--- config.mk ---
export PLATFORM = sky130hd
export DESIGN_NAME = fetch_stage_flat
export DESIGN_NICKNAME = d
export VERILOG_FILES = /design/src/rtl/fetch_stage_pkg.sv /design/src/rtl/fetch_stage_if.sv /design/src/rtl/fetch_stage_pcselect.sv /design/src/rtl/fetch_stage.sv /design/src/flat_wrapper.sv
export SDC_FILE = /design/constraint.sdc
export NUM_CORES = 1
export LEC_CHECK = 0
export CAP_MARGIN = 20
export CORE_MARGIN = 5
export CORE_UTILIZATION = 53
export CTS_CLUSTER_SIZE = 28
export DETAILED_ROUTE_END_ITERATION = 16
export GPL_ROUTABILITY_DRIVEN = 0
export MAX_ROUTING_LAYER = met4
export PLACE_DENSITY = 0.86
export SLEW_MARGIN = 15
export SYNTH_ARGS = -nofsm -noshare
export SYNTH_HDL_FRONTEND = slang
export SYNTH_HIERARCHICAL = 1
export SYNTH_SLANG_ARGS = --single-unit
export TNS_END_PERCENT = 50
--- constraint.sdc ---
create_clock -name clk -period 11.79 [get_ports clk]
set_input_delay 2.358 -clock clk [delete_from_list [all_inputs] [get_ports clk]]
set_output_delay 2.358 -clock clk [all_outputs]
set_load 0.02 [all_outputs]
--- src/rtl/fetch_stage_pkg.sv ---
`default_nettype none
// ============================================================================
//  Module      : fetch_stage_pkg
//  Description : Shared types and constants for the instruction-fetch stage.
//                common items : u64/u32 types, PCINIT reset fetch address.
//                pipes items  : fetch_data_t (pc, instruction) handed to
//                               decode, fetch_state_t fetch FSM states.
//  Revision    : 1.0 - initial release
// ============================================================================
package fetch_stage_pkg;

   typedef logic [63:0] u64;
   typedef logic [31:0] u32;

   // Default first fetch address after reset.
   localparam u64 PCINIT = 64'h8000_0000;

   // Every instruction is 4 bytes; the pc advances by this amount.
   localparam u64 c_instr_bytes = 64'd4;

   typedef struct packed {
      u64 pc;
      u32 instruction;
   } fetch_data_t;

   typedef enum logic [1:0] {
      IDLE  = 2'd0,   // no request on the bus
      FETCH = 2'd1,   // request outstanding, its data is wanted
      FLUSH = 2'd2    // request outstanding, its data will be dropped
   } fetch_state_t;

endpackage
`default_nettype wire

--- src/rtl/fetch_stage_if.sv ---
`default_nettype none
// ============================================================================
//  Module      : fetch_stage_if
//  Description : Bundles the fetch stage's instruction-bus handshake, the
//                decode-side output slot and the execute-side redirect.
//                master : the fetch stage (drives ireq_*, dataF, validF)
//                slave  : bus / decode / execute side of the same signals
//  Ports       : ireq_valid, ireq_addr      - fetch request
//                iresp_data_ok, iresp_data  - fetch response
//                stall                      - decode back-pressure
//                redirect, redirect_pc      - pc redirect from execute
//                dataF, validF              - instruction slot to decode
//  Revision    : 1.0 - initial release
// ============================================================================
interface fetch_stage_if;
   import fetch_stage_pkg::*;

   logic        ireq_valid;
   u64          ireq_addr;
   logic        iresp_data_ok;
   u32          iresp_data;
   logic        stall;
   logic        redirect;
   u64          redirect_pc;
   fetch_data_t dataF;
   logic        validF;

   modport master (
      output ireq_valid,
      output ireq_addr,
      input  iresp_data_ok,
      input  iresp_data,
      input  stall,
      input  redirect,
      input  redirect_pc,
      output dataF,
      output validF
   );

   modport slave (
      input  ireq_valid,
      input  ireq_addr,
      output iresp_data_ok,
      output iresp_data,
      output stall,
      output redirect,
      output redirect_pc,
      input  dataF,
      input  validF
   );

endinterface
`default_nettype wire

--- src/rtl/fetch_stage_pcselect.sv ---
`default_nettype none
// ============================================================================
//  Module      : fetch_stage_pcselect
//  Description : Combinational next-pc selection for the fetch stage.
//                Priority: redirect target, then pc+4 (64-bit wrap) when an
//                instruction is accepted, otherwise hold.
//  Ports       : i_pc          - current program counter
//                i_redirect    - redirect from execute
//                i_redirect_pc - redirect target
//                i_advance     - current pc's instruction accepted this cycle
//                o_next_pc     - pc for the next cycle
//  Revision    : 1.0 - initial release
// ============================================================================
module fetch_stage_pcselect
   import fetch_stage_pkg::*;
(
   input  u64   i_pc,
   input  logic i_redirect,
   input  u64   i_redirect_pc,
   input  logic i_advance,
   output u64   o_next_pc
);

   always_comb begin
      o_next_pc = i_pc;
      if (i_redirect) begin
         o_next_pc = i_redirect_pc;
      end else if (i_advance) begin
         o_next_pc = i_pc + c_instr_bytes;
      end
   end

endmodule
`default_nettype wire

--- src/rtl/fetch_stage.sv ---
`default_nettype none
// ============================================================================
//  Module      : fetch_stage
//  Description : Instruction-fetch stage. Owns the pc, runs the instruction
//                bus request/response handshake and presents a registered
//                {pc, instruction} slot plus valid flag to decode. Honours
//                decode stall and execute redirect, dropping the data of any
//                request made obsolete by a redirect.
//                Optional macro FETCH_SKID_EN adds a one-entry skid buffer
//                behind dataF, allowing one instruction per cycle.
//  Ports       : clk   - clock, rising edge
//                reset - asynchronous active-high reset
//                bus   - fetch_stage_if.master (bus, decode, redirect)
//  Parameters  : PC_RESET - first fetch address after reset
//  Revision    : 1.0 - initial release
// ============================================================================
module fetch_stage
   import fetch_stage_pkg::*;
#(
   parameter u64 PC_RESET = PCINIT
)(
   input  logic          clk,
   input  logic          reset,
   fetch_stage_if.master bus
);

   fetch_state_t r_state;
   fetch_state_t w_state_next;

   u64          r_pc;        // next address to fetch (redirect lands here)
   u64          r_req_addr;  // address of the request on the bus
   fetch_data_t r_data;
   logic        r_valid;

   u64          w_next_pc;
   logic        w_accept;    // bus data taken as a real instruction
   logic        w_start_req; // a new request begins next cycle
   logic        w_consume;   // decode takes dataF at this edge
   logic        w_slot_free; // dataF can be overwritten at this edge
   logic        w_can_start;
   fetch_data_t w_new;

`ifdef FETCH_SKID_EN
   fetch_data_t r_skid_data;
   logic        r_skid_valid;
`endif

   assign w_consume   = r_valid && !bus.stall;
   assign w_slot_free = !r_valid || !bus.stall;
   assign w_new       = '{pc: r_req_addr, instruction: bus.iresp_data};

`ifdef FETCH_SKID_EN
   // A fetch may start as long as the skid will be empty after this edge,
   // since an arrival can always land in either dataF or the skid.
   assign w_can_start = !r_skid_valid || w_consume;
`else
   // Without a skid the arriving instruction must have dataF to land in.
   assign w_can_start = w_slot_free;
`endif

   fetch_stage_pcselect u_pcselect (
      .i_pc          (r_pc),
      .i_redirect    (bus.redirect),
      .i_redirect_pc (bus.redirect_pc),
      .i_advance     (w_accept),
      .o_next_pc     (w_next_pc)
   );

   // ------------------------------------------------------------------------
   // FSM state register
   // ------------------------------------------------------------------------
   always_ff @(posedge clk or posedge reset) begin
      if (reset) begin
         r_state <= IDLE;
      end else begin
         r_state <= w_state_next;
      end
   end

   // ------------------------------------------------------------------------
   // FSM next state and control
   // ------------------------------------------------------------------------
   always_comb begin
      w_state_next = r_state;
      w_accept     = 1'b0;
      w_start_req  = 1'b0;
      case (r_state)
         IDLE: begin
            // A redirect here only moves pc; fetching resumes next cycle.
            if (!bus.redirect && w_can_start) begin
               w_state_next = FETCH;
               w_start_req  = 1'b1;
            end
         end
         FETCH: begin
            if (bus.redirect) begin
               w_state_next = bus.iresp_data_ok ? IDLE : FLUSH;
            end else if (bus.iresp_data_ok) begin
               w_accept = 1'b1;
`ifdef FETCH_SKID_EN
               // Keep streaming unless this instruction is parked in skid.
               if (w_slot_free) begin
                  w_start_req = 1'b1;
               end else begin
                  w_state_next = IDLE;
               end
`else
               w_state_next = IDLE;
`endif
            end
         end
         FLUSH: begin
            // Old request stays on the bus until answered; its data is lost.
            if (bus.iresp_data_ok) begin
               w_state_next = IDLE;
            end
         end
         default: begin
            w_state_next = IDLE;
         end
      endcase
   end

   // ------------------------------------------------------------------------
   // pc, request address and output slot(s)
   // ------------------------------------------------------------------------
   always_ff @(posedge clk or posedge reset) begin
      if (reset) begin
         r_pc         <= PC_RESET;
         r_req_addr   <= PC_RESET;
         r_data       <= '0;
         r_valid      <= 1'b0;
`ifdef FETCH_SKID_EN
         r_skid_data  <= '0;
         r_skid_valid <= 1'b0;
`endif
      end else begin
         r_pc <= w_next_pc;
         if (w_start_req) begin
            r_req_addr <= w_next_pc;
         end
         if (bus.redirect) begin
            r_valid      <= 1'b0;
`ifdef FETCH_SKID_EN
            r_skid_valid <= 1'b0;
`endif
         end else begin
`ifdef FETCH_SKID_EN
            if (w_accept && w_slot_free) begin
               r_data  <= w_new;
               r_valid <= 1'b1;
            end else if (w_accept) begin
               r_skid_data  <= w_new;
               r_skid_valid <= 1'b1;
            end else if (w_consume) begin
               if (r_skid_valid) begin
                  r_data       <= r_skid_data;
                  r_skid_valid <= 1'b0;
               end else begin
                  r_valid <= 1'b0;
               end
            end
`else
            if (w_accept) begin
               r_data  <= w_new;
               r_valid <= 1'b1;
            end else if (w_consume) begin
               r_valid <= 1'b0;
            end
`endif
         end
      end
   end

   assign bus.ireq_valid = (r_state != IDLE);
   assign bus.ireq_addr  = r_req_addr;
   assign bus.dataF      = r_data;
   assign bus.validF     = r_valid;

endmodule
`default_nettype wire

--- src/flat_wrapper.sv ---
// flat-port wrapper written by rule: the top's interface ports become plain ports
module fetch_stage_flat import fetch_stage_pkg::*;
#(
   parameter u64 PC_RESET = PCINIT
)
  (clk, reset, bus_ireq_valid, bus_ireq_addr, bus_iresp_data_ok, bus_iresp_data, bus_stall, bus_redirect, bus_redirect_pc, bus_dataF, bus_validF);
  fetch_stage_if bus_i ();
  input  logic clk;
  input  logic reset;
  output wire logic [$bits(bus_i.ireq_valid)-1:0] bus_ireq_valid;
  output wire logic [$bits(bus_i.ireq_addr)-1:0] bus_ireq_addr;
  input wire logic [$bits(bus_i.iresp_data_ok)-1:0] bus_iresp_data_ok;
  input wire logic [$bits(bus_i.iresp_data)-1:0] bus_iresp_data;
  input wire logic [$bits(bus_i.stall)-1:0] bus_stall;
  input wire logic [$bits(bus_i.redirect)-1:0] bus_redirect;
  input wire logic [$bits(bus_i.redirect_pc)-1:0] bus_redirect_pc;
  output wire logic [$bits(bus_i.dataF)-1:0] bus_dataF;
  output wire logic [$bits(bus_i.validF)-1:0] bus_validF;
  assign bus_ireq_valid = bus_i.ireq_valid;
  assign bus_ireq_addr = bus_i.ireq_addr;
  assign bus_i.iresp_data_ok = bus_iresp_data_ok;
  assign bus_i.iresp_data = bus_iresp_data;
  assign bus_i.stall = bus_stall;
  assign bus_i.redirect = bus_redirect;
  assign bus_i.redirect_pc = bus_redirect_pc;
  assign bus_dataF = bus_i.dataF;
  assign bus_validF = bus_i.validF;
  fetch_stage #(.PC_RESET(PC_RESET)) u_core (.clk(clk), .reset(reset), .bus(bus_i));
endmodule
Yosys cells after proc, flatten, opt, wreduce, memory -nomap -nowiden
Cells that the tools add are included.
{ "op_classes": {"n_reduce_logical": 10, "n_mux": 15, "add_sub_neg": 1, "n_eq_ne": 3, "n_bitwise": 1} }
{ "ops": {"columns": ["op", "count"], "rows": [
  ["$mux W64", 2],
  ["$add A64 B3 Y64 const B", 1],
  ["$mux W1", 8],
  ["$mux W2", 4],
  ["$pmux W2 S3", 1],
  ["$logic_not A1 Y1", 3],
  ["$reduce_bool A3 Y1", 1],
  ["$eq A2 B1 Y1 const B", 1],
  ["$eq A2 B2 Y1 const B", 1],
  ["$logic_and A1 B1 Y1", 2],
  ["$logic_not A2 Y1", 1],
  ["$ne A2 B1 Y1 const B", 1],
  ["$reduce_and A2 Y1", 1],
  ["$reduce_bool A2 Y1", 1],
  ["$logic_or A1 B1 Y1", 1],
  ["$not A1 Y1", 1]
]} }
{ "totals": {"in_bits": 101, "regBits": 227, "output_inout_bits": 162} }

Longest topological paths before layout
Gate-level depths: netlist (run 1).
{ "logic_depth": {"depth_word": 5, "depth_mapped": 11} }

By module
The synthesis (run 1) kept the hierarchy.
{ "by_module_without_submodules": {"columns": ["module", "area_per_inst_um2", "seq_area_each_um2", "n_inst", "cells_per_inst"], "rows": [
  ["fetch_stage", 7732.4, 5683.0, 1, 416],
  ["fetch_stage_pcselect", 2224.6, 0.0, 1, 381]
]} }

Worst setup path after synthesis (run 1)
OpenSTA, ideal clock, no wires.
{ "synth_timing": {"path_kind": "input-to-reg", "from": "input port bus_iresp_data_ok", "to": "register u_core.r_req_addr[24] (netlist: u_core/bus.ireq_addr[24])", "setup_slack_ns": 6.808, "setup_time_ns": 0.127, "n_path_buf": 3, "stages": 10, "t_arrival_ns": 4.855, "path_cell_list": "nor4bb_1 > buf_2 > buf_4 > nand3_1 > or4_1 > clkbuf_1 > or4_2 > xor2_1 > o21ai_0 > mux2_1"} }
{ "synth_via": {"elab_chain_cells": 5} }
{ "synth_rtl": {"columns": ["element", "line_no", "text"], "rows": [
  ["from (decl)", "flat_wrapper.sv:12", "input wire logic [$bits(bus_i.iresp_data_ok)-1:0] bus_iresp_data_ok;"],
  ["$mux W1", "fetch_stage.sv:98", "end else if (bus.iresp_data_ok) begin"],
  ["$mux W1", "fetch_stage.sv:96", "if (bus.redirect) begin"],
  ["$mux W1", "fetch_stage.sv:87", "case (r_state)"],
  ["via u_core.w_accept", "fetch_stage.sv:36", "logic w_accept;"],
  ["$mux W64", "fetch_stage_pcselect.sv:28", "end else if (i_advance) begin"],
  ["$mux W64", "fetch_stage_pcselect.sv:26", "if (i_redirect) begin"],
  ["via u_core.w_next_pc[24]", "fetch_stage.sv:35", "u64 w_next_pc;"],
  ["to (signal assigned)", "fetch_stage.sv:140", "r_req_addr <= w_next_pc;"],
  ["to (decl)", "fetch_stage.sv:31", "u64 r_req_addr;"]
]} }
The timed path passes the listed nets, and every way through them passes these cells.
A chain may end at the register's enable or synchronous reset.

Worst setup path after layout (run 1)
{ "layout_timing": {"from": "input port bus_iresp_data_ok", "to": "register u_core.r_req_addr[56] (netlist: u_core/bus.ireq_addr[56])"} }
{ "layout_via": {"elab_chain_cells": 5} }
{ "layout_rtl": {"columns": ["element", "line_no"], "rows": [
  ["$mux W1", "fetch_stage.sv:98"],
  ["$mux W1", "fetch_stage.sv:96"],
  ["$mux W1", "fetch_stage.sv:87"],
  ["$mux W64", "fetch_stage_pcselect.sv:28"],
  ["$mux W64", "fetch_stage_pcselect.sv:26"],
  ["via u_core.w_next_pc[56]", "fetch_stage.sv:35"]
]} }
The timed path passes the listed nets, and every way through them passes these cells.

==> qor.csv, run 1 <==
stage,metric,value,unit
outcome,status,finished clean,
clock_network,Root Buffer,clkbuf_16,
power_and_ir_drop,leakage,0.00544,uW
clock_network,post-CTS setup buffer count,0,
synthesis,cell accounting for the most synthesized area,dfrtp_1,
global_routing,vias in the first global route,7649,
global_routing,largest net degree at the start of global routing,144,
routing,routed len/inst,19.0,um
synthesis,top-count cell post-synth,dfrtp_1,
worst_setup_path,"reg-to-reg slack, setup",8.36,ns
routing,DRT Wirelength,24.7,mm
sta,part of the cycle the worst path needs,0.449,
synthesis,register area share after synthesis,0.571,
worst_setup_path,cells along the critical path,clkdlybuf4s50_1 -> nor4bb_4 -> buf_4 -> and3_1 -> nand2_1 -> or4_4 -> or4_1 -> a31oi_1 -> mux2_2,
global_routing,initial antenna violation count,0,
finish,# diodes,0,
floorplan,Std-Cell Core Area,0.0186,mm2
finish,layout cells sized above 1,0.151,
min_path,Hold Crit Class,flip-flop to flip-flop,
finish,fillers,1205,
synthesis,ys flop type,dfrtp_1,
worst_setup_path,max incr delay on CP,0.61,ns
min_path,Hold Path Depth,1,
routing,DR iter-0 viols,531,
sta,Worst Clk Skew,0.0209,ns
finish,Area Overhead vs Synth,36.9,%
placement,# port buffers,262,
clock_network,clk slew on worst S/H paths,0.06,ns
clock_network,CTS Buf Count,25,
synthesis,synthesized area,0.00996,mm2
synthesis,average size of a mapped cell,12.5,um2
synthesis,Synth Instances,797,
synthesis,Post-synth ARST share,1.00,
worst_setup_path,maximum fanout along the worst path,47,
floorplan,Die ar.,0.0216,mm2
synthesis,Post-synth EDFFs,0,
clock_network,post-cts resize count,0,
sta,f_max,189,MHz
floorplan,die height,147,um
global_routing,first-pass GRT wire length,40.5,mm
worst_setup_path,CP Class,input port to flip-flop,
worst_setup_path,worst path bufs/invs,2,
flow_run,Max Cap Viol,0,
clock_network,hold buffer count at cts,0,
sta,Setup-failing EPs final,0,
sta,Period minus WS final,5.29,ns
routing,final routed DRC violation total,0,
sta,final hold vios,0,
synthesis,largest cells by area after synthesis,"dfrtp_1, mux2_2, mux2_1",
synthesis,syn_nets,899,
sta,setup TNS,0,ns
floorplan,IO Count,263,
worst_setup_path,r2r worst-path depth,8,
sta,Fin Hold WS,0.482,ns
worst_setup_path,slowest cell on the critical path,or4_4,
power_and_ir_drop,Pwr Density,238,mW/mm2
global_routing,GRT Total Usage,0.235,
worst_setup_path,Worst Setup End Kind,flip-flop,
worst_setup_path,CP Launch Type,input port,
sta,Pins Over Slew Limit,0,
floorplan,starting density of the core,0.536,
routing,DRT antenna net count,0,
synthesis,area fraction of the dominant cell type after synthesis,0.565,
worst_setup_path,Worst EP arrival,5.74,ns
synthesis,Commonest cells post-synth,"dfrtp_1, mux2_2, mux2_1, nand2_1, o21ai_0",
clock_network,clock sink count,227,
clock_network,htree depth,1,
clock_network,CTS tree,built,
synthesis,Yosys reg bits,227,
floorplan,width of the chip,147,um
clock_network,Max Root-Sink Buffers,3,
global_routing,global route overflow,0,
worst_setup_path,Crit path depth,9,
floorplan,Core Rows,50,
placement,placed wire-length estimate,17.1,mm
sta,Slew Limit Headroom,0.321,
finish,"Core Util, Final",0.734,
routing,DRT Pass-1 Iters,5,
worst_setup_path,CP required,12.24,ns
routing,vias post-DR,7282,
clock_network,Worst-Skew Late Latency,0.52,ns
worst_setup_path,cell family with most CP delay,simple AND/OR/NAND/NOR gates,
synthesis,yosys warns,6,
power_and_ir_drop,Max VDD drop,172,uV
routing,via/cell ratio,5.58,
synthesis,synth unique cells,51,
sta,RSZ-0062 raised after global routing,no,
finish,Nets,1153,
sta,worst-margin pin slew,1.02,ns
-- stage by stage --
step | instances | area, um2 | setup slack, ns | total power (uW)
final | 1304 | 13600 | 6.50 | 3240
after global routing | 1304 | 13600 | 6.33 | 3400
after CTS | 1303 | 13600 | 6.51 | 3280
after detailed placement | 1257 | 12700 | 5.97 | 2390
after global placement | 1257 | 12700 | 6.09 | 2360
after floorplan | 797 | 9960 | 3.22 | 1780
-- registers in the layout (all words and copies together) (netlist names) --
name / count
u_core/r_pc: 64
u_core/bus.ireq_addr: 64
u_core/r_state: 2
u_core/bus.dataF: 96
u_core/bus.validF: 1
-- cells in the final DEF (no fill, tap or decap), types with 7 or more instances in the layout --
master             n
mux2_2            93
nand3_1           24
clkbuf_16         25
a31oi_1           14
nor2b_1            7
nor3_1            14
xor2_1            14
nand2_1           69
or4_1             17
nor4_1            18
xnor2_1           24
or3_1              9
o21ai_0           45
clkdlybuf4s50_1  261
nand4_1           22
dfrtp_1          225
nor2_1            24
mux2_1            69
o31ai_1            8
-- layer usage --
layer,global-route usage,vias up,wire [um]
li1,-,3409,-
met1,0.306,3564,10400
met2,0.386,271,12200
met3,0.0426,38,1530
met4,0.0559,0,565
met5,-,-,0
-- area by class of cell --
type / instances / area (um2) / area share
Clock buffer: 33 / 706 / 0.0518
Clock inverter: 13 / 226 / 0.0166
Inverter: 7 / 33.8 / 0.00248
Multi-Input combinational cell: 522 / 4010 / 0.294
Sequential cell: 227 / 5680 / 0.417
Tap cell: 234 / 293 / 0.0215
Timing Repair Buffer: 268 / 2690 / 0.197
-- power by group --
| part | switching [uW] | total (uW) | internal [uW] |
|---|---|---|---|
| Clock | 312 | 865 | 553 |
| Combinational | 550 | 1170 | 615 |
| Sequential | 174 | 1210 | 1040 |
-- final timing paths --
check                                     startpoint                        to
worst max-delay path               bus_iresp_data_ok  u_core/bus.ireq_addr[56]
worst min-delay path            u_core/bus.dataF[16]      u_core/bus.dataF[16]
worst max register to register     u_core/r_state[1]  u_core/bus.ireq_addr[56]
worst min register to register  u_core/bus.dataF[16]      u_core/bus.dataF[16]
max in group asynchronous                      reset      u_core/bus.dataF[56]
min in group asynchronous                      reset      u_core/bus.dataF[94]
-- logic make-up (layout without fill, tap and decap cells) --
family                     Yosys count  count (layout)  share of synthesized area
and+or+nand+nor                    239             239                      0.131
DFF                                227             227                      0.571
muxes                              165             165                      0.186
AOI/OAI and AO/OA                   79              79                     0.0478
buffers and inverters               48             321                     0.0297
xor gates and xnor gates            38              38                     0.0334
adders and majority gates            1               1                    0.00126
Power figures use the tool's default switching activity.
==> run 2, diff against run 1 <==
--- a/config.mk
+++ b/config.mk
@@ -7,12 +7,12 @@
 export LEC_CHECK = 0
 export CAP_MARGIN = 20
 export CORE_MARGIN = 5
-export CORE_UTILIZATION = 53
+export CORE_UTILIZATION = 49
 export CTS_CLUSTER_SIZE = 28
 export DETAILED_ROUTE_END_ITERATION = 16
 export GPL_ROUTABILITY_DRIVEN = 0
 export MAX_ROUTING_LAYER = met4
-export PLACE_DENSITY = 0.86
+export PLACE_DENSITY = 0.81
 export SLEW_MARGIN = 15
 export SYNTH_ARGS = -nofsm -noshare
 export SYNTH_HDL_FRONTEND = slang
==> constraint.sdc (replaced) <==
create_clock -name clk -period 5 [get_ports clk]
set_input_delay 1 -clock clk [delete_from_list [all_inputs] [get_ports clk]]
set_output_delay 1 -clock clk [all_outputs]
set_load 0.02 [all_outputs]
==> run 2 against run 1 <==
Core utilization is 5.3 points lower. Sequential power is 140% higher. Sequential share of layout area is 0.18 points lower. Highest routed layer unchanged. Routed wire length is 4.0% higher. Setup slack worse by 5.3 ns. Design area is 0.43% higher. Combinational power is 140% higher. Hold slack hardly changed. Critical path depth is 1 lower. Flip-flop and latch count stayed put. Largest power group unchanged. Global-route usage is 1.2 points lower.
==> qor.csv, run 2 (same netlist as run 1, synthesis figures left out) <==
stage,metric,value,unit,change
routing,routed len/inst,19.2,um,+1.1%
floorplan,starting density of the core,0.495,,-0.0406
sta,Fin Hold WS,0.481,ns,-0.000466 ns
floorplan,die height,153,um,+3.7%
finish,Area Overhead vs Synth,37.5,%,
finish,layout cells sized above 1,0.151,,-0.000794
sta,f_max,265,MHz,
routing,DRT antenna net count,0,,unchanged
global_routing,met1 Use GR,0.290,,-0.0170
placement,placed wire-length estimate,17.8,mm,+3.7%
sta,setup TNS,0,ns,unchanged
min_path,Hold Crit Class,flip-flop to flip-flop,,
sta,final hold vios,0,,unchanged
clock_network,htree depth,1,,unchanged
global_routing,initial antenna violation count,2,,+2
global_routing,met2 Use GR,0.367,,-0.0189
outcome,status,finished clean,,
finish,"commonest non-fill, non-tap cell in the layout",clkdlybuf4s50_1,,
power_and_ir_drop,Max VDD drop,492,uV,+190%
routing,final routed DRC violation total,0,,unchanged
placement,Post-DP Area,0.0127,mm2,+0.58%
finish,max reg flops,96,,unchanged
clock_network,CTS tree,built,,
global_routing,vias in the first global route,7622,,-0.35%
floorplan,width of the chip,153,um,+3.7%
worst_setup_path,maximum fanout along the worst path,15,,-68%
finish,Finished Cell Area,0.0137,mm2,+0.43%
global_routing,met3 usage,0.0432,,+0.000603
global_routing,largest net degree at the start of global routing,123,,-15%
flow_run,Max Cap Viol,0,,unchanged
worst_setup_path,CP Launch Type,input port,,
worst_setup_path,Worst Setup End Kind,flip-flop,,
global_routing,GRT Total Usage,0.223,,-0.0120
global_routing,Top Usage Layer GRT,met2,,
routing,DR iter-0 viols,511,,-3.8%
worst_setup_path,CP Class,input port to flip-flop,,
floorplan,Std-Cell Core Area,0.0201,mm2,+8.2%
clock_network,CTS Buf Count,25,,unchanged
power_and_ir_drop,Pwr Density,562,mW/mm2,+140%
sta,worst-margin pin slew,0.990,ns,-0.0292 ns
global_routing,global route overflow,0,,unchanged
clock_network,hold buffer count at cts,0,,unchanged
sta,Worst Clk Skew,0.0185,ns,-0.00245 ns
floorplan,Core Rows,52,,+4.0%
routing,via/cell ratio,5.46,,-2.2%
clock_network,post-cts resize count,0,,unchanged
sta,Period minus WS final,3.78,ns,
clock_network,clock sink count,227,,unchanged
sta,part of the cycle the worst path needs,0.755,,
sta,Pins Over Slew Limit,0,,unchanged
floorplan,IO Count,263,,unchanged
clock_network,post-CTS setup buffer count,0,,unchanged
floorplan,Die ar.,0.0233,mm2,+7.6%
clock_network,Worst-Skew Late Latency,0.51,ns,about the same
sta,Setup-failing EPs final,0,,unchanged
clock_network,Max Root-Sink Buffers,3,,unchanged
worst_setup_path,CP required,5.44,ns,-6.80 ns
finish,fillers,1472,,+22%
power_and_ir_drop,leakage,0.00545,uW,about the same
routing,vias post-DR,7326,,+0.60%
finish,most frequent cells in the layout,"clkdlybuf4s50_1, dfrtp_1, mux2_2",,
placement,# port buffers,262,,unchanged
finish,Nets,1153,,unchanged
clock_network,clk slew on worst S/H paths,0.06,ns,about the same
worst_setup_path,Worst EP arrival,4.22,ns,-1.52 ns
sta,Slew Limit Headroom,0.340,,+0.0194
sta,RSZ-0062 raised after global routing,no,,
clock_network,Root Buffer,clkbuf_16,,
global_routing,first-pass GRT wire length,41.6,mm,+2.6%
routing,DRT Wirelength,25.7,mm,+4.0%
routing,DRT Pass-1 Iters,5,,unchanged
[run 2: changes by cell type in the layout (fill, tap and decap cells not counted)]
cell	before	now
clkinv_2	3	2
buf_16	1	0
buf_4	6	5
diode_2	0	2
buf_12	0	2
inv_8	1	0
clkinvlp_4	3	2
clkbuf_8	5	7
[run 2: worst max-delay path, stage by stage]
cell and delay, ns:
clkdlybuf4s50_1 0.51, nor4bb_4 0.36, and4_1 0.40, and3_1 0.28, nand4_1 0.55, or4_1 0.70
a31oi_1 0.22, mux2_2 0.18
[run 2: final timing paths]
check	cells after the start	startpoint	slack, ns	end
max in group asynchronous	3	reset	3.43	u_core/bus.ireq_addr[8]
hold / removal	1	u_core/bus.dataF[22]	0.48	u_core/bus.dataF[22]
hold reg to reg	1	u_core/bus.dataF[22]	0.48	u_core/bus.dataF[22]
min in group asynchronous	3	reset	1.04	u_core/bus.ireq_addr[41]
setup reg to reg	7	u_core/r_state[1]	1.74	u_core/bus.ireq_addr[63]
setup / recovery	8	bus_iresp_data_ok	1.22	u_core/bus.ireq_addr[63]
[run 2: stage by stage]
stage	total power, uW	utilization	worst slack [ns]	std cells
finish	7690	0.681	1.22	1341
global route	8050	0.681	1.10	1341
CTS	7780	0.681	1.31	1339
detailed placement	5660	0.634	0.796	1294
global placement	5580	0.634	0.880	1294
floorplan	4190	-	1.04	797
[run 2: area by class of cell]
class / instances / area [um2] / area share
sequential: 227 / 5680 / 0.415
multi-input combinational: 522 / 4010 / 0.293
timing repair buffer: 268 / 2690 / 0.196
clock buffer: 35 / 733 / 0.0536
tap: 270 / 338 / 0.0247
clock inverter: 10 / 206 / 0.0151
inverter: 7 / 30.0 / 0.00219
antenna: 2 / 5.00 / 0.000366
[run 2: power breakdown]
group	switching, uW	leakage, uW	total, uW	internal [uW]
Sequential	427	0.00269	2880	2450
Clock	738	0.000459	2070	1330
Combinational	1300	0.00229	2750	1450
Total	2460	0.00545	7690	5230
[run 2: per-layer routing]
layer,part of all wire,up-vias
li1,-,3405
met1,0.43,3633
met2,0.49,237
met3,0.056,51
met4,0.024,0
met5,0,-
==> run 3, diff against run 2 <==
--- a/config.mk
+++ b/config.mk
@@ -7,12 +7,12 @@
 export LEC_CHECK = 0
 export CAP_MARGIN = 20
 export CORE_MARGIN = 5
-export CORE_UTILIZATION = 49
+export CORE_UTILIZATION = 44
 export CTS_CLUSTER_SIZE = 28
 export DETAILED_ROUTE_END_ITERATION = 16
 export GPL_ROUTABILITY_DRIVEN = 0
 export MAX_ROUTING_LAYER = met4
-export PLACE_DENSITY = 0.81
+export PLACE_DENSITY = 0.76
 export SLEW_MARGIN = 15
 export SYNTH_ARGS = -nofsm -noshare
 export SYNTH_HDL_FRONTEND = slang
==> constraint.sdc (replaced) <==
create_clock -name clk -period 3.4 [get_ports clk]
set_input_delay 0.68 -clock clk [delete_from_list [all_inputs] [get_ports clk]]
set_output_delay 0.68 -clock clk [all_outputs]
set_load 0.02 [all_outputs]
==> run 3 against run 2 <==
Non-clock buffer count is 19 higher. Largest power group unchanged. Power is 44% higher. Sequential share of layout area is 0.25 points lower. Final cell count is 2.3% higher.
==> qor.csv, run 3 (same netlist as run 1, synthesis figures left out) <==
stage,metric,value,unit,change
outcome,status,finished clean,,
sta,Pins Over Slew Limit,0,,unchanged
worst_setup_path,worst path bufs/invs,2,,+1
global_routing,vias in the first global route,7790,,+2.2%
sta,Setup-failing EPs final,0,,unchanged
routing,vias post-DR,7313,,-0.18%
routing,DRT Pass-1 Iters,5,,unchanged
clock_network,hold buffer count at cts,0,,unchanged
worst_setup_path,CP Class,input port to flip-flop,,
clock_network,Worst-Skew Late Latency,0.52,ns,about the same
sta,final hold vios,0,,unchanged
clock_network,clock sink count,227,,unchanged
floorplan,Core Rows,55,,+5.8%
global_routing,global route overflow,0,,unchanged
sta,setup TNS,0,ns,unchanged
global_routing,largest net degree at the start of global routing,113,,-8.1%
worst_setup_path,CP required,3.86,ns,-1.58 ns
global_routing,GRT Total Usage,0.200,,-0.0222
placement,Placed Instances,1328,,+2.6%
sta,f_max,322,MHz,
finish,layout cells sized above 1,0.163,,+0.0124
finish,most frequent cells in the layout,"clkdlybuf4s50_1, dfrtp_1, mux2_2",,
floorplan,Std-Cell Core Area,0.0224,mm2,+12%
worst_setup_path,Worst R2R Start,u_core/r_state[1],,
floorplan,die height,160,um,+5.2%
worst_setup_path,cells along the critical path,clkdlybuf4s50_1 -> nor4bb_4 -> buf_4 -> and3_1 -> nand2_1 -> or4_4 -> or4_1 -> a31oi_1 -> mux2_2,,
sta,Period minus WS final,3.11,ns,
clock_network,htree depth,1,,unchanged
worst_setup_path,"reg-to-reg slack, setup",0.49,ns,-1.25 ns
floorplan,width of the chip,160,um,+5.2%
worst_setup_path,Worst Setup End Kind,flip-flop,,
flow_run,Max Cap Viol,0,,unchanged
clock_network,clk slew on worst S/H paths,0.06,ns,about the same
worst_setup_path,maximum fanout along the worst path,12,,-3
power_and_ir_drop,leakage,0.00550,uW,+0.97%
power_and_ir_drop,Pwr Density,803,mW/mm2,+43%
placement,# port buffers,262,,unchanged
routing,via/cell ratio,5.33,,-2.4%
clock_network,Max Root-Sink Buffers,3,,unchanged
routing,final routed DRC violation total,0,,unchanged
placement,Post-DP Area,0.0129,mm2,+1.4%
global_routing,initial antenna violation count,1,,-1
worst_setup_path,slowest cell on the critical path,or4_4,,
floorplan,Die ar.,0.0257,mm2,+11%
global_routing,first-pass GRT wire length,41.6,mm,about the same
power_and_ir_drop,Max VDD drop,606,uV,+23%
clock_network,Root Buffer,clkbuf_16,,
routing,DR iter-0 viols,411,,-20%
clock_network,post-cts resize count,0,,unchanged
sta,part of the cycle the worst path needs,0.914,,
worst_setup_path,Worst EP arrival,3.57,ns,-0.65 ns
clock_network,CTS Buf Count,25,,unchanged
finish,Nets,1172,,+1.6%
worst_setup_path,crit path launch,bus_iresp_data_ok,,
routing,DRT Wirelength,25.7,mm,-0.22%
sta,Slew Limit Headroom,0.282,,-0.0579
min_path,hold path start,u_core/bus.dataF[20],,
finish,"commonest non-fill, non-tap cell in the layout",clkdlybuf4s50_1,,
worst_setup_path,CP Launch Type,input port,,
min_path,Hold Crit Class,flip-flop to flip-flop,,
floorplan,starting density of the core,0.444,,-0.0514
sta,worst-margin pin slew,1.08,ns,+0.0868 ns
clock_network,post-CTS setup buffer count,0,,unchanged
floorplan,IO Count,263,,unchanged
sta,RSZ-0062 raised after global routing,no,,
finish,max reg flops,96,,unchanged
clock_network,CTS tree,built,,
placement,placed wire-length estimate,18.0,mm,+1.2%
finish,Area Overhead vs Synth,38.3,%,
finish,Finished Cell Area,0.0138,mm2,+0.60%
sta,Worst Clk Skew,0.00952,ns,-0.00895 ns
worst_setup_path,max incr delay on CP,0.59,ns,-0.11 ns
routing,DRT antenna net count,0,,unchanged
finish,non-filler instance count after layout,1372,,+2.3%
worst_setup_path,cell family with most CP delay,simple AND/OR/NAND/NOR gates,,
routing,routed len/inst,18.7,um,-2.5%
[run 3: per-layer routing]
layer  track usage  share of wire
met1         0.262           0.44
met2         0.329           0.48
met3        0.0354          0.061
met4        0.0461          0.019
met5             -              0
[run 3: final cells by class]
cell class / count / area, um2
flip-flops and latches: 227 / 5680
diodes: 1 / 2.50
clock inverters: 13 / 196
repair buffers: 287 / 2850
well taps: 285 / 357
inverters: 7 / 30.0
fillers: 1814 / 8660
multi-input cells: 522 / 4010
clock buffers: 30 / 654
[run 3: path summary, 6_finish.rpt]
kind,endpoint,cells past startpoint
max in group asynchronous,u_core/bus.dataF[21],3
max,u_core/bus.ireq_addr[56],9
min reg2reg,u_core/bus.dataF[20],1
min in group asynchronous,u_core/r_pc[50],2
min,u_core/bus.dataF[20],1
max reg2reg,u_core/bus.ireq_addr[56],8
[run 3: per-stage QoR]
stage	power, uW	worst slack, ns	hold slack [ns]	util
final	11100	0.293	0.484	0.614
after global routing	11600	0.117	0.496	0.614
after global placement	8220	-0.159	0.466	0.576
after floorplan	6160	-0.244	0.468	-
after CTS	11200	0.321	0.471	0.614
after detailed placement	8320	-0.212	0.475	0.576
[run 3: report_power, final]
group | total (uW) | internal [uW] | leakage (uW) | switching [uW]
logic | 4040 | 2140 | 0.00238 | 1900
clock network | 2820 | 1750 | 0.000419 | 1080
registers | 4210 | 3600 | 0.00269 | 604
[run 3: worst reg2reg max path: stages, from the launching register on]
cell	delay, ns
dfrtp_1	0.47
nor4bb_4	0.38
buf_4	0.17
and3_1	0.18
nand2_1	0.10
or4_4	0.59
or4_1	0.53
a31oi_1	0.25
mux2_2	0.19
